**config.mk**
```make
export PLATFORM = sky130hd
export DESIGN_NAME = multi_circle_renderer_flat
export DESIGN_NICKNAME = d
export VERILOG_FILES = /design/src/rtl/multi_circle_renderer_if.sv /design/src/rtl/multi_circle_renderer.sv /design/src/flat_wrapper.sv
export SDC_FILE = /design/constraint.sdc
export NUM_CORES = 2
export LEC_CHECK = 0
export CORE_MARGIN = 2
export CORE_UTILIZATION = 50
export CTS_CLUSTER_DIAMETER = 120
export DETAILED_ROUTE_END_ITERATION = 7
export GPL_ROUTABILITY_DRIVEN = 0
export GPL_TIMING_DRIVEN = 0
export PLACE_DENSITY = 0.69
export SYNTH_ARGS = -nofsm -noshare
export SYNTH_HDL_FRONTEND = slang
export SYNTH_SLANG_ARGS = --single-unit
```
**constraint.sdc**
```tcl
create_clock -name clk -period 9.7 [get_ports clk]
set_input_delay 1.455 -clock clk [delete_from_list [all_inputs] [get_ports clk]]
set_output_delay 1.455 -clock clk [all_outputs]
set_load 0.05 [all_outputs]
```
**src/rtl/multi_circle_renderer_if.sv**
```systemverilog
// Pixel, keypad and status bundle between the renderer and its surroundings.
// The renderer takes the slave side; the driving environment takes the master side.
interface multi_circle_renderer_if #(
   parameter int N_CIRCLES = 4
);
   logic [4:0]              key_code;
   logic                    key_ready;
   logic                    frame_start;
   logic [9:0]              col_addr;
   logic [8:0]              row_addr;
   logic [12*N_CIRCLES-1:0] color_in;
   logic [11:0]             bg_color;
   logic [11:0]             vga_data;
   logic [N_CIRCLES-1:0]    hit;
   logic [1:0]              sel_idx;
   logic [9:0]              sel_x;
   logic [8:0]              sel_y;
   logic [9:0]              sel_r;

   modport master (
      output key_code, key_ready, frame_start, col_addr, row_addr, color_in, bg_color,
      input  vga_data, hit, sel_idx, sel_x, sel_y, sel_r
   );

   modport slave (
      input  key_code, key_ready, frame_start, col_addr, row_addr, color_in, bg_color,
      output vga_data, hit, sel_idx, sel_x, sel_y, sel_r
   );
endinterface

```
**src/rtl/multi_circle_renderer.sv**
```systemverilog
// Multi-circle VGA overlay: keypad edits a double-buffered circle set, two-stage pixel pipeline.
// Define CIRCLE_OUTLINE_EN to draw OUTLINE_W-thick rings instead of filled discs.
module multi_circle_renderer #(
   parameter int N_CIRCLES = 4,
   parameter int H_RES     = 640,
   parameter int V_RES     = 480,
   parameter int STEP_XY   = 20,
   parameter int STEP_R    = 5,
   parameter int R_MIN     = 5,
   parameter int R_MAX     = 200,
   parameter int R_INIT    = 15,
   parameter int OUTLINE_W = 3
) (
   input logic                   clk,
   input logic                   rstn,
   multi_circle_renderer_if.slave bus
);
   localparam logic signed [10:0] X_MAX    = 11'(H_RES - 1);
   localparam logic signed [10:0] Y_MAX    = 11'(V_RES - 1);
   localparam logic signed [10:0] ZERO     = 11'sd0;
   localparam logic signed [10:0] STEP_P   = 11'(STEP_XY);
   localparam logic signed [10:0] RSTEP_P  = 11'(STEP_R);
   localparam logic signed [10:0] RLO      = 11'(R_MIN);
   localparam logic signed [10:0] RHI      = 11'(R_MAX);
   localparam logic [4:0]         NUM_CODE = 5'(N_CIRCLES);

   function automatic logic [9:0] resetX(input int i);
      return 10'((2 * i + 1) * H_RES / (2 * N_CIRCLES));
   endfunction

   // Saturating signed step; the 11-bit sum can never wrap for any legal coordinate.
   function automatic logic [9:0] clampStep(input logic [9:0] v, input logic signed [10:0] delta,
                                            input logic signed [10:0] lo, input logic signed [10:0] hi);
      logic signed [10:0] s;
      s = $signed({1'b0, v}) + delta;
      if (s < lo)      s = lo;
      else if (s > hi) s = hi;
      return s[9:0];
   endfunction

   logic                 wasReady_q;
   logic [1:0]           selIdx_q, selIdx_d;
   logic [9:0]           editX_q [N_CIRCLES];
   logic [9:0]           editY_q [N_CIRCLES];
   logic [9:0]           editR_q [N_CIRCLES];
   logic [9:0]           editX_d [N_CIRCLES];
   logic [9:0]           editY_d [N_CIRCLES];
   logic [9:0]           editR_d [N_CIRCLES];
   logic [9:0]           dispX_q [N_CIRCLES];
   logic [9:0]           dispY_q [N_CIRCLES];
   logic [9:0]           dispR_q [N_CIRCLES];
   logic [20:0]          d2_q    [N_CIRCLES];
   logic [20:0]          d2_d    [N_CIRCLES];
   logic [19:0]          r2_q    [N_CIRCLES];
   logic [19:0]          r2_d    [N_CIRCLES];
   logic [11:0]          bg_q;
   logic [11:0]          vga_q, vga_d;
   logic [N_CIRCLES-1:0] hit_q, hit_d;
   logic                 keyEvent;
   logic signed [10:0]   dx, dy;

`ifdef CIRCLE_OUTLINE_EN
   logic [19:0]          rIn2_q  [N_CIRCLES];
   logic [19:0]          rIn2_d  [N_CIRCLES];
   logic [9:0]           rIn;
`else
   logic                 unusedOutline;
   assign unusedOutline = ^10'(OUTLINE_W);
`endif

   assign keyEvent = bus.key_ready && !wasReady_q;

   always_comb begin
      selIdx_d = selIdx_q;
      editX_d  = editX_q;
      editY_d  = editY_q;
      editR_d  = editR_q;
      if (keyEvent) begin
         case (bus.key_code)
            5'h00, 5'h01, 5'h02, 5'h03:
               if (bus.key_code < NUM_CODE) selIdx_d = bus.key_code[1:0];
            5'h0c: editX_d[selIdx_q] = clampStep(editX_q[selIdx_q], -STEP_P, ZERO, X_MAX);
            5'h0e: editX_d[selIdx_q] = clampStep(editX_q[selIdx_q], STEP_P, ZERO, X_MAX);
            5'h09: editY_d[selIdx_q] = clampStep(editY_q[selIdx_q], -STEP_P, ZERO, Y_MAX);
            5'h11: editY_d[selIdx_q] = clampStep(editY_q[selIdx_q], STEP_P, ZERO, Y_MAX);
            5'h10: editR_d[selIdx_q] = clampStep(editR_q[selIdx_q], -RSTEP_P, RLO, RHI);
            5'h12: editR_d[selIdx_q] = clampStep(editR_q[selIdx_q], RSTEP_P, RLO, RHI);
            default: ;
         endcase
      end
   end

   // Stage 1: squared distance of the pixel to each displayed centre, plus squared radii.
   always_comb begin
      dx = '0;
      dy = '0;
`ifdef CIRCLE_OUTLINE_EN
      rIn = '0;
`endif
      for (int i = 0; i < N_CIRCLES; i++) begin
         dx      = $signed({1'b0, bus.col_addr}) - $signed({1'b0, dispX_q[i]});
         dy      = $signed({2'b0, bus.row_addr}) - $signed({1'b0, dispY_q[i]});
         d2_d[i] = {{10{dx[10]}}, dx} * {{10{dx[10]}}, dx} + {{10{dy[10]}}, dy} * {{10{dy[10]}}, dy};
         r2_d[i] = {10'b0, dispR_q[i]} * {10'b0, dispR_q[i]};
`ifdef CIRCLE_OUTLINE_EN
         rIn       = (dispR_q[i] > 10'(OUTLINE_W)) ? dispR_q[i] - 10'(OUTLINE_W) : 10'd0;
         rIn2_d[i] = {10'b0, rIn} * {10'b0, rIn};
`endif
      end
   end

   // Stage 2: coverage test and lowest-index-wins colour priority.
   always_comb begin
      hit_d = '0;
      vga_d = bg_q;
      for (int i = 0; i < N_CIRCLES; i++) begin
`ifdef CIRCLE_OUTLINE_EN
         hit_d[i] = (d2_q[i] < {1'b0, r2_q[i]}) && (d2_q[i] >= {1'b0, rIn2_q[i]});
`else
         hit_d[i] = (d2_q[i] < {1'b0, r2_q[i]});
`endif
      end
      for (int i = N_CIRCLES - 1; i >= 0; i--) begin
         if (hit_d[i]) vga_d = bus.color_in[12*i +: 12];
      end
   end

   // Display copies sample the pre-edit state, so a same-cycle edit waits for the next frame.
   always_ff @(posedge clk) begin
      if (!rstn) begin
         wasReady_q <= 1'b0;
         selIdx_q   <= '0;
         bg_q       <= '0;
         vga_q      <= '0;
         hit_q      <= '0;
         for (int i = 0; i < N_CIRCLES; i++) begin
            editX_q[i] <= resetX(i);
            editY_q[i] <= 10'(V_RES / 2);
            editR_q[i] <= 10'(R_INIT);
            dispX_q[i] <= resetX(i);
            dispY_q[i] <= 10'(V_RES / 2);
            dispR_q[i] <= 10'(R_INIT);
            d2_q[i]    <= '0;
            r2_q[i]    <= '0;
`ifdef CIRCLE_OUTLINE_EN
            rIn2_q[i]  <= '0;
`endif
         end
      end else begin
         wasReady_q <= bus.key_ready;
         selIdx_q   <= selIdx_d;
         editX_q    <= editX_d;
         editY_q    <= editY_d;
         editR_q    <= editR_d;
         if (bus.frame_start) begin
            dispX_q <= editX_q;
            dispY_q <= editY_q;
            dispR_q <= editR_q;
         end
         d2_q   <= d2_d;
         r2_q   <= r2_d;
`ifdef CIRCLE_OUTLINE_EN
         rIn2_q <= rIn2_d;
`endif
         bg_q   <= bus.bg_color;
         vga_q  <= vga_d;
         hit_q  <= hit_d;
      end
   end

   assign bus.vga_data = vga_q;
   assign bus.hit      = hit_q;
   assign bus.sel_idx  = selIdx_q;
   assign bus.sel_x    = editX_q[selIdx_q];
   assign bus.sel_y    = editY_q[selIdx_q][8:0];
   assign bus.sel_r    = editR_q[selIdx_q];
endmodule

```
**src/flat_wrapper.sv**
```systemverilog
// flat-port wrapper written by rule: the top's interface ports become plain ports
module multi_circle_renderer_flat 
#(
   parameter int N_CIRCLES = 4,
   parameter int H_RES     = 640,
   parameter int V_RES     = 480,
   parameter int STEP_XY   = 20,
   parameter int STEP_R    = 5,
   parameter int R_MIN     = 5,
   parameter int R_MAX     = 200,
   parameter int R_INIT    = 15,
   parameter int OUTLINE_W = 3
)
  (clk, rstn, bus_key_code, bus_key_ready, bus_frame_start, bus_col_addr, bus_row_addr, bus_color_in, bus_bg_color, bus_vga_data, bus_hit, bus_sel_idx, bus_sel_x, bus_sel_y, bus_sel_r);
  multi_circle_renderer_if #(.N_CIRCLES(N_CIRCLES)) bus_i ();
  input logic clk;
  input logic rstn;
  input wire logic [$bits(bus_i.key_code)-1:0] bus_key_code;
  input wire logic [$bits(bus_i.key_ready)-1:0] bus_key_ready;
  input wire logic [$bits(bus_i.frame_start)-1:0] bus_frame_start;
  input wire logic [$bits(bus_i.col_addr)-1:0] bus_col_addr;
  input wire logic [$bits(bus_i.row_addr)-1:0] bus_row_addr;
  input wire logic [$bits(bus_i.color_in)-1:0] bus_color_in;
  input wire logic [$bits(bus_i.bg_color)-1:0] bus_bg_color;
  output wire logic [$bits(bus_i.vga_data)-1:0] bus_vga_data;
  output wire logic [$bits(bus_i.hit)-1:0] bus_hit;
  output wire logic [$bits(bus_i.sel_idx)-1:0] bus_sel_idx;
  output wire logic [$bits(bus_i.sel_x)-1:0] bus_sel_x;
  output wire logic [$bits(bus_i.sel_y)-1:0] bus_sel_y;
  output wire logic [$bits(bus_i.sel_r)-1:0] bus_sel_r;
  assign bus_i.key_code = bus_key_code;
  assign bus_i.key_ready = bus_key_ready;
  assign bus_i.frame_start = bus_frame_start;
  assign bus_i.col_addr = bus_col_addr;
  assign bus_i.row_addr = bus_row_addr;
  assign bus_i.color_in = bus_color_in;
  assign bus_i.bg_color = bus_bg_color;
  assign bus_vga_data = bus_i.vga_data;
  assign bus_hit = bus_i.hit;
  assign bus_sel_idx = bus_i.sel_idx;
  assign bus_sel_x = bus_i.sel_x;
  assign bus_sel_y = bus_i.sel_y;
  assign bus_sel_r = bus_i.sel_r;
  multi_circle_renderer #(.N_CIRCLES(N_CIRCLES), .H_RES(H_RES), .V_RES(V_RES), .STEP_XY(STEP_XY), .STEP_R(STEP_R), .R_MIN(R_MIN), .R_MAX(R_MAX), .R_INIT(R_INIT), .OUTLINE_W(OUTLINE_W)) u_core (.clk(clk), .rstn(rstn), .bus(bus_i));
endmodule
```
* Yosys cells after proc, flatten, opt, wreduce, memory -nomap -nowiden
Cells that the tools add are included.
Storage, ports and cells: register bits 435, output and inout bits 47, word-level logic and storage cells 156
Cells by class: add/sub/neg operators 18, multiply operators 12, magnitude comparators 19, equality and inequality tests 9, muxes and demuxes 48, bitwise logic cells 1, reductions and logical operators 12
Operators by type and width (number):
- 10-bit 2-to-1 mux | 31
- 40-bit bitwise mux | 6
- 40-bit case mux with 2 select lines | 3
- 11-bit by 11-bit multiplier with 21-bit output | 8
- 21-bit adder | 4
- 21-bit by 20-bit < comparator with 1-bit output | 4
- 10-bit by 10-bit multiplier with 20-bit output | 4
- 10-bit binary-select mux with 2-bit select | 3
- 12-bit 2-to-1 mux | 4
- 11-bit by 1-bit < comparator with 1-bit output (second input constant) | 4
- 10-bit by 10-bit subtractor with 11-bit output | 4
- 9-bit by 10-bit subtractor with 11-bit output | 4
- 10-bit by 5-bit adder with 11-bit output (second input constant) | 2
- 11-bit by 6-bit adder with 11-bit output (second input constant) | 2
- 11-bit by 10-bit > comparator with 1-bit output (second input constant) | 2
- 11-bit > comparator (second input constant) | 2
- 11-bit by 9-bit > comparator with 1-bit output (second input constant) | 2
- 11-bit by 4-bit < comparator with 1-bit output (second input constant) | 2
- 10-bit demux with 2-bit select | 1
- 5-bit by 4-bit == test with 1-bit output (second input constant) | 3
- 5-bit == test (second input constant) | 3
- 10-bit by 3-bit adder with 11-bit output (second input constant) | 1
- 11-bit by 4-bit adder with 11-bit output (second input constant) | 1
- 5-bit by 2-bit == test with 1-bit output (second input constant) | 2
- 12 further kinds | 17

* Logic depth before layout (Yosys ltp)
word-level depth 12, mapped depth 36, depth with buffers taken out 36

* Worst setup path before layout
No wires, ideal clock.
kind input to register, start point input port bus_col_addr[0], end point register u_core.d2_q[20] (netlist name), library setup time 0.128 ns, data arrival time 9.237 ns, data required time 9.572 ns, path slack 0.336 ns, cell stages on the path 34, path buffers 0, cell sequence inv_1 > ha_1 > inv_1 > fa_1 > nand2_1 > nand2_1 > a21oi_1 > o21ai_0 > a21oi_1 > o21ai_0 > a21oi_1 > xor2_1 > clkinv_1 > and2_1 > fa_1 > inv_1 > fa_1 > fa_1 > fa_1 > inv_1 > fa_1 > inv_1 > fa_1 > inv_1 > fa_1 > ha_1 > or2_2 > a21oi_1 > a211oi_1 > o31ai_1 > o211ai_1 > a21oi_1 > xnor2_1 > nor2_1
On the way: cells in the longest elaborated chain, start to end 3
Ends and longest elaborated chain:
- start, declared | line flat_wrapper.sv:21 | input wire logic [$bits(bus_i.col_addr)-1:0] bus_col_addr;
- 10-bit by 10-bit subtractor with 11-bit output | line multi_circle_renderer.sv:101 | dx = $signed({1'b0, bus.col_addr}) - $signed({1'b0, dispX_q[i]});
- 11-bit by 11-bit multiplier with 21-bit output | line multi_circle_renderer.sv:103 | d2_d[i] = {{10{dx[10]}}, dx} * {{10{dx[10]}}, dx} + {{10{dy[10]}}, dy} * {{10{dy[10]}}, dy};
- 21-bit adder | line multi_circle_renderer.sv:103
- end signal, assigned by index | line multi_circle_renderer.sv:143 | d2_q[i] <= '0;
- end signal, assigned | line multi_circle_renderer.sv:160 | d2_q <= d2_d;
- end, declared | line multi_circle_renderer.sv:52 | logic [20:0] d2_q [N_CIRCLES];
Every way passes these cells. A chain may end at the register's enable or synchronous reset.

* Final worst setup path
start point input port bus_col_addr[2], end point register u_core.d2_q[61] (netlist name)
The elaborated chain is that of the path after synthesis.

==> flow_results.org <==
** Outcome
- Status :: completed

** Logic synthesis
- Top area cells in the synthesized netlist :: sky130_fd_sc_hd__fa_1 35%, sky130_fd_sc_hd__dfxtp_1 14%, sky130_fd_sc_hd__ha_1 13%, sky130_fd_sc_hd__inv_1 9.7%, sky130_fd_sc_hd__nor2_1 3.5%
- Synthesis produced a netlist with a net count of 8863.
- Cell accounting for the most synthesized area :: sky130_fd_sc_hd__fa_1
- Area share of the largest cell type after synthesis :: 0.346
- Share of synthesized area occupied by flip-flops and latches :: 0.136
- Yosys mapped a number of flops with a built-in enable equal to 0.
- Of all flip-flops after synthesis, the portion carrying an async set or reset was 0.
- Dividing the synthesized area by the synthesized cell count gives 9.01 um^2.
- In this run, synthesis produced a sequential element count of 431.
- Top FF cell, synth :: sky130_fd_sc_hd__dfxtp_1
- Counting every instance in the synthesized netlist gives 7034.
- The Yosys step of the flow raised 0 warnings.
- After synthesis, the netlist uses 85 different library cells.
- Combined area of all synthesized cells :: 0.0634 mm^2

** Routing
- Total number of vias :: 48448
- In the final routed layout, each cell accounts on average for 19.4 um.
- Final ANT Viol Nets :: 0
- Wires add up to 174 mm.
- Using the TritonRoute via totals, the vias-per-cell ratio works out to 5.41.
- In the routed design, unresolved DRC markers number 0.
- In this run, the number of DRC markers left after iteration 0 of detailed routing was 3603.
- The first TritonRoute pass finished after 6 iterations.

** Worst setup path
- At the worst endpoint, the required time is 10.13 ns.
- Max Fanout on Critical Path :: 8
- Worst path top cell family by delay :: adder cells
- Data on the critical path arrives at its endpoint at 9.92 ns.
- STA classifies the critical path endpoint as a register.
- Path type of the worst setup path :: in2reg
- On the worst path, the slowest cell contributes a delay of 0.57 ns.
- Worst setup SP type :: input pin
- Slowest stage cell on the critical path :: sky130_fd_sc_hd__fa_1
- Cell repeated most along the worst path :: sky130_fd_sc_hd__fa_1
- The critical path contains buffers and inverters numbering 5 combined.

** Global routing
- Vias in the first global route :: 50480
- Entering global routing, the biggest net connects 14 pins.
- In the global route stage, overall resource usage came out at 0.271.
- Initial antenna violation count :: 5
- The first global-routing pass estimated 277 mm of wire.
- Global-route congestion overflow total :: 0

** Finish
- Compared with the post-synthesis result, the final layout area differs by 10.1%.
- Nets :: 9087
- Of the cells placed in the final design, the portion with a size suffix greater than 1 is 0.0544.
- Share of the core filled with cells :: 0.555

** Timing
- Setup violations remaining at the end of the flow were counted as 0.
- Final worst-path setup slack :: 0.213 ns
- Final period util :: 0.978
- The number of hold violations in the final report came to 0.
- On the final layout, the worst clock skew is 0.0318 ns.
- The final count of pins violating max slew was 0.
- Worst-Margin Slew :: 1.43 ns
- Hold timing on the final database bottoms out at a slack of 0.469 ns.
- Counting I/O delays and the setup requirement, the final critical path takes 9.49 ns.
- Worst max-slew margin expressed relative to the limit :: 0.0440
- Static timing analysis puts the maximum clock frequency at 105 MHz.

** Clock tree
- Clock Path Buffers :: 3
- Latest clock arrival within the worst-skew pair :: 0.61 ns
- TritonCTS built the clock tree.
- CTS saw 431 sinks.
- The tree is rooted in a sky130_fd_sc_hd__clkbuf_16.
- Number of buffers inserted by hold repair at cts :: 0
- TritonCTS created 45 clock buffers.
- After clock tree synthesis, the clock-pin slew on the worst setup and hold paths is 0.06 ns.
- In this run the number of H-tree levels came out at 2.

** Die
- The floorplan step set the die height to 360 um.
- Num ports :: 135
- The die covers 0.130 mm^2.
- The core region is 0.126 mm^2.
- The initialized floorplan defines 130 standard-cell rows.
- The initial utilization of the core area, before any placement, comes to 0.504.
- In this run the horizontal extent of the chip is 360 um.

** Flow run
- Max Cap Viol :: 0

** Worst hold path
- Hold crit path type :: reg2reg

** Placement
- Port buffering added 132 buffers.
- OpenSTA, run right after detailed placement, puts the worst setup slack at -2.22 ns.
- Once detailed placement completed, the half-perimeter wirelength came to 146 mm.
[worst paths after layout]
kind	start	to	slack (ns)	cells after the start
worst max-delay path	bus_col_addr[2]	u_core.d2_q[61]	0.21	31
worst max register to register	u_core.dispX_q[21]	u_core.d2_q[61]	1.15	32
worst min-delay path	u_core.editY_q[39]	u_core.editY_q[39]	0.47	2
worst min register to register	u_core.editY_q[39]	u_core.editY_q[39]	0.47	2
[sequential cells by signal (all words and copies together) (netlist names)]
register / count
u_core.bus.hit: 4
u_core.bus.sel_idx: 2
u_core.dispX_q: 40
u_core.editX_q: 40
u_core.dispR_q: 40
u_core.bg_q: 12
u_core.editY_q: 40
u_core.d2_q: 84
u_core.bus.vga_data: 12
u_core.r2_q: 76
u_core.dispY_q: 40
u_core.editR_q: 40
u_core.wasReady_q: 1
[cell usage in the layout, fill, tap and decap left out, types with 18 or more instances in the layout]
| cell type | n |
|---|---|
| sky130_fd_sc_hd__nor4_1 | 24 |
| sky130_fd_sc_hd__clkdlybuf4s50_1 | 123 |
| sky130_fd_sc_hd__a211oi_1 | 23 |
| sky130_fd_sc_hd__xnor2_1 | 169 |
| sky130_fd_sc_hd__clkbuf_1 | 169 |
| sky130_fd_sc_hd__ha_1 | 635 |
| sky130_fd_sc_hd__and3_1 | 35 |
| sky130_fd_sc_hd__nor3_1 | 90 |
| sky130_fd_sc_hd__a21o_1 | 85 |
| sky130_fd_sc_hd__o21a_1 | 18 |
| sky130_fd_sc_hd__xor2_1 | 95 |
| sky130_fd_sc_hd__o211ai_1 | 55 |
| sky130_fd_sc_hd__fa_1 | 1088 |
| sky130_fd_sc_hd__o21ai_1 | 21 |
| sky130_fd_sc_hd__o21bai_1 | 18 |
| sky130_fd_sc_hd__inv_1 | 1630 |
| sky130_fd_sc_hd__buf_4 | 42 |
| sky130_fd_sc_hd__mux2i_1 | 111 |
| sky130_fd_sc_hd__nor2_1 | 578 |
| sky130_fd_sc_hd__nand3_1 | 87 |
| sky130_fd_sc_hd__a31oi_1 | 59 |
| sky130_fd_sc_hd__or2_2 | 18 |
| sky130_fd_sc_hd__a21oi_1 | 149 |
| sky130_fd_sc_hd__mux4_2 | 30 |
| sky130_fd_sc_hd__nand2b_1 | 38 |
| sky130_fd_sc_hd__nor2b_1 | 45 |
| sky130_fd_sc_hd__dfxtp_1 | 431 |
| sky130_fd_sc_hd__o21ai_0 | 127 |
| sky130_fd_sc_hd__clkbuf_16 | 46 |
| sky130_fd_sc_hd__and2_1 | 217 |
| sky130_fd_sc_hd__nand2_1 | 564 |
[logic make-up (layout without fill, tap and decap cells)]
| group | count (synthesis) | count (layout) | synth area share |
|---|---|---|---|
| AND/OR/NAND/NOR | 1814 | 1814 | 0.132 |
| adder cells (fa/ha/maj) | 1741 | 1741 | 0.473 |
| flip-flops | 431 | 431 | 0.136 |
| other | 0 | 4 | 0 |
| buffers and inverters | 1863 | 2122 | 0.111 |
| AO/OA/AOI/OAI | 739 | 739 | 0.0772 |
| multiplexers | 146 | 146 | 0.0291 |
| XOR/XNOR | 300 | 300 | 0.0414 |
[area by class of cell]
cell class,count,area (um^2)
multi-input cells,4740,48700
inverters,1664,6310
clock inverters,17,229
plain buffers,198,835
clock buffers,65,1290
fillers,11146,55900
flip-flops and latches,431,8630
repair buffers,178,1730
well taps,1650,2060
diodes,4,10.0
[worst min-delay path, stage by stage (launching register included)]
cell and delay (ns):
sky130_fd_sc_hd__dfxtp_1 0.34, sky130_fd_sc_hd__nand2_1 0.06, sky130_fd_sc_hd__nor2_1 0.03
[synthesized netlist by cell type (all sizes together) (19+ instances only)]
master  count
a21oi     164
clkinv     20
ha        646
a31oi      61
nand2b     38
a211oi     34
nor4       27
nand3      88
inv      1644
xnor2     192
o211ai     55
dfxtp     431
nor2      596
mux2i     111
nor3      101
nand2     567
clkbuf    173
a21o       85
nor2b      46
and2      219
mux4       30
buf        26
xor2      108
o21bai     19
and3       35
fa       1095
o21ai     155
[routing by layer]
| metal | vias up | track usage | wire length [um] |
|---|---|---|---|
| met5 | - | 0 | 9 |
| met4 | 2 | 0.0985 | 7010 |
| li1 | 22229 | - | - |
| met2 | 1675 | 0.451 | 81900 |
| met3 | 362 | 0.0387 | 11800 |
| met1 | 24180 | 0.360 | 72800 |
[stage by stage]
step / TNS [ns] / instances / instance area [um^2]
floorplan: 0 / 7034 / 63400
global placement: -52.59 / 8816 / 66800
detailed placement: -55.70 / 8817 / 66800
CTS: -0.118 / 8918 / 69000
global route: -0.0855 / 8944 / 69800
finish: 0 / 8947 / 69800
[what timing repair did]
action / CTS / global route
setup endpoints to repair: 39 / 32
pin swaps: 17 / 37
setup buffers: 20 / 25
gates resized for setup: 131 / 142
Power is left out: the tool's default activity adds up to more than one toggle a clock period on the data nets, which glitch-free logic cannot reach.
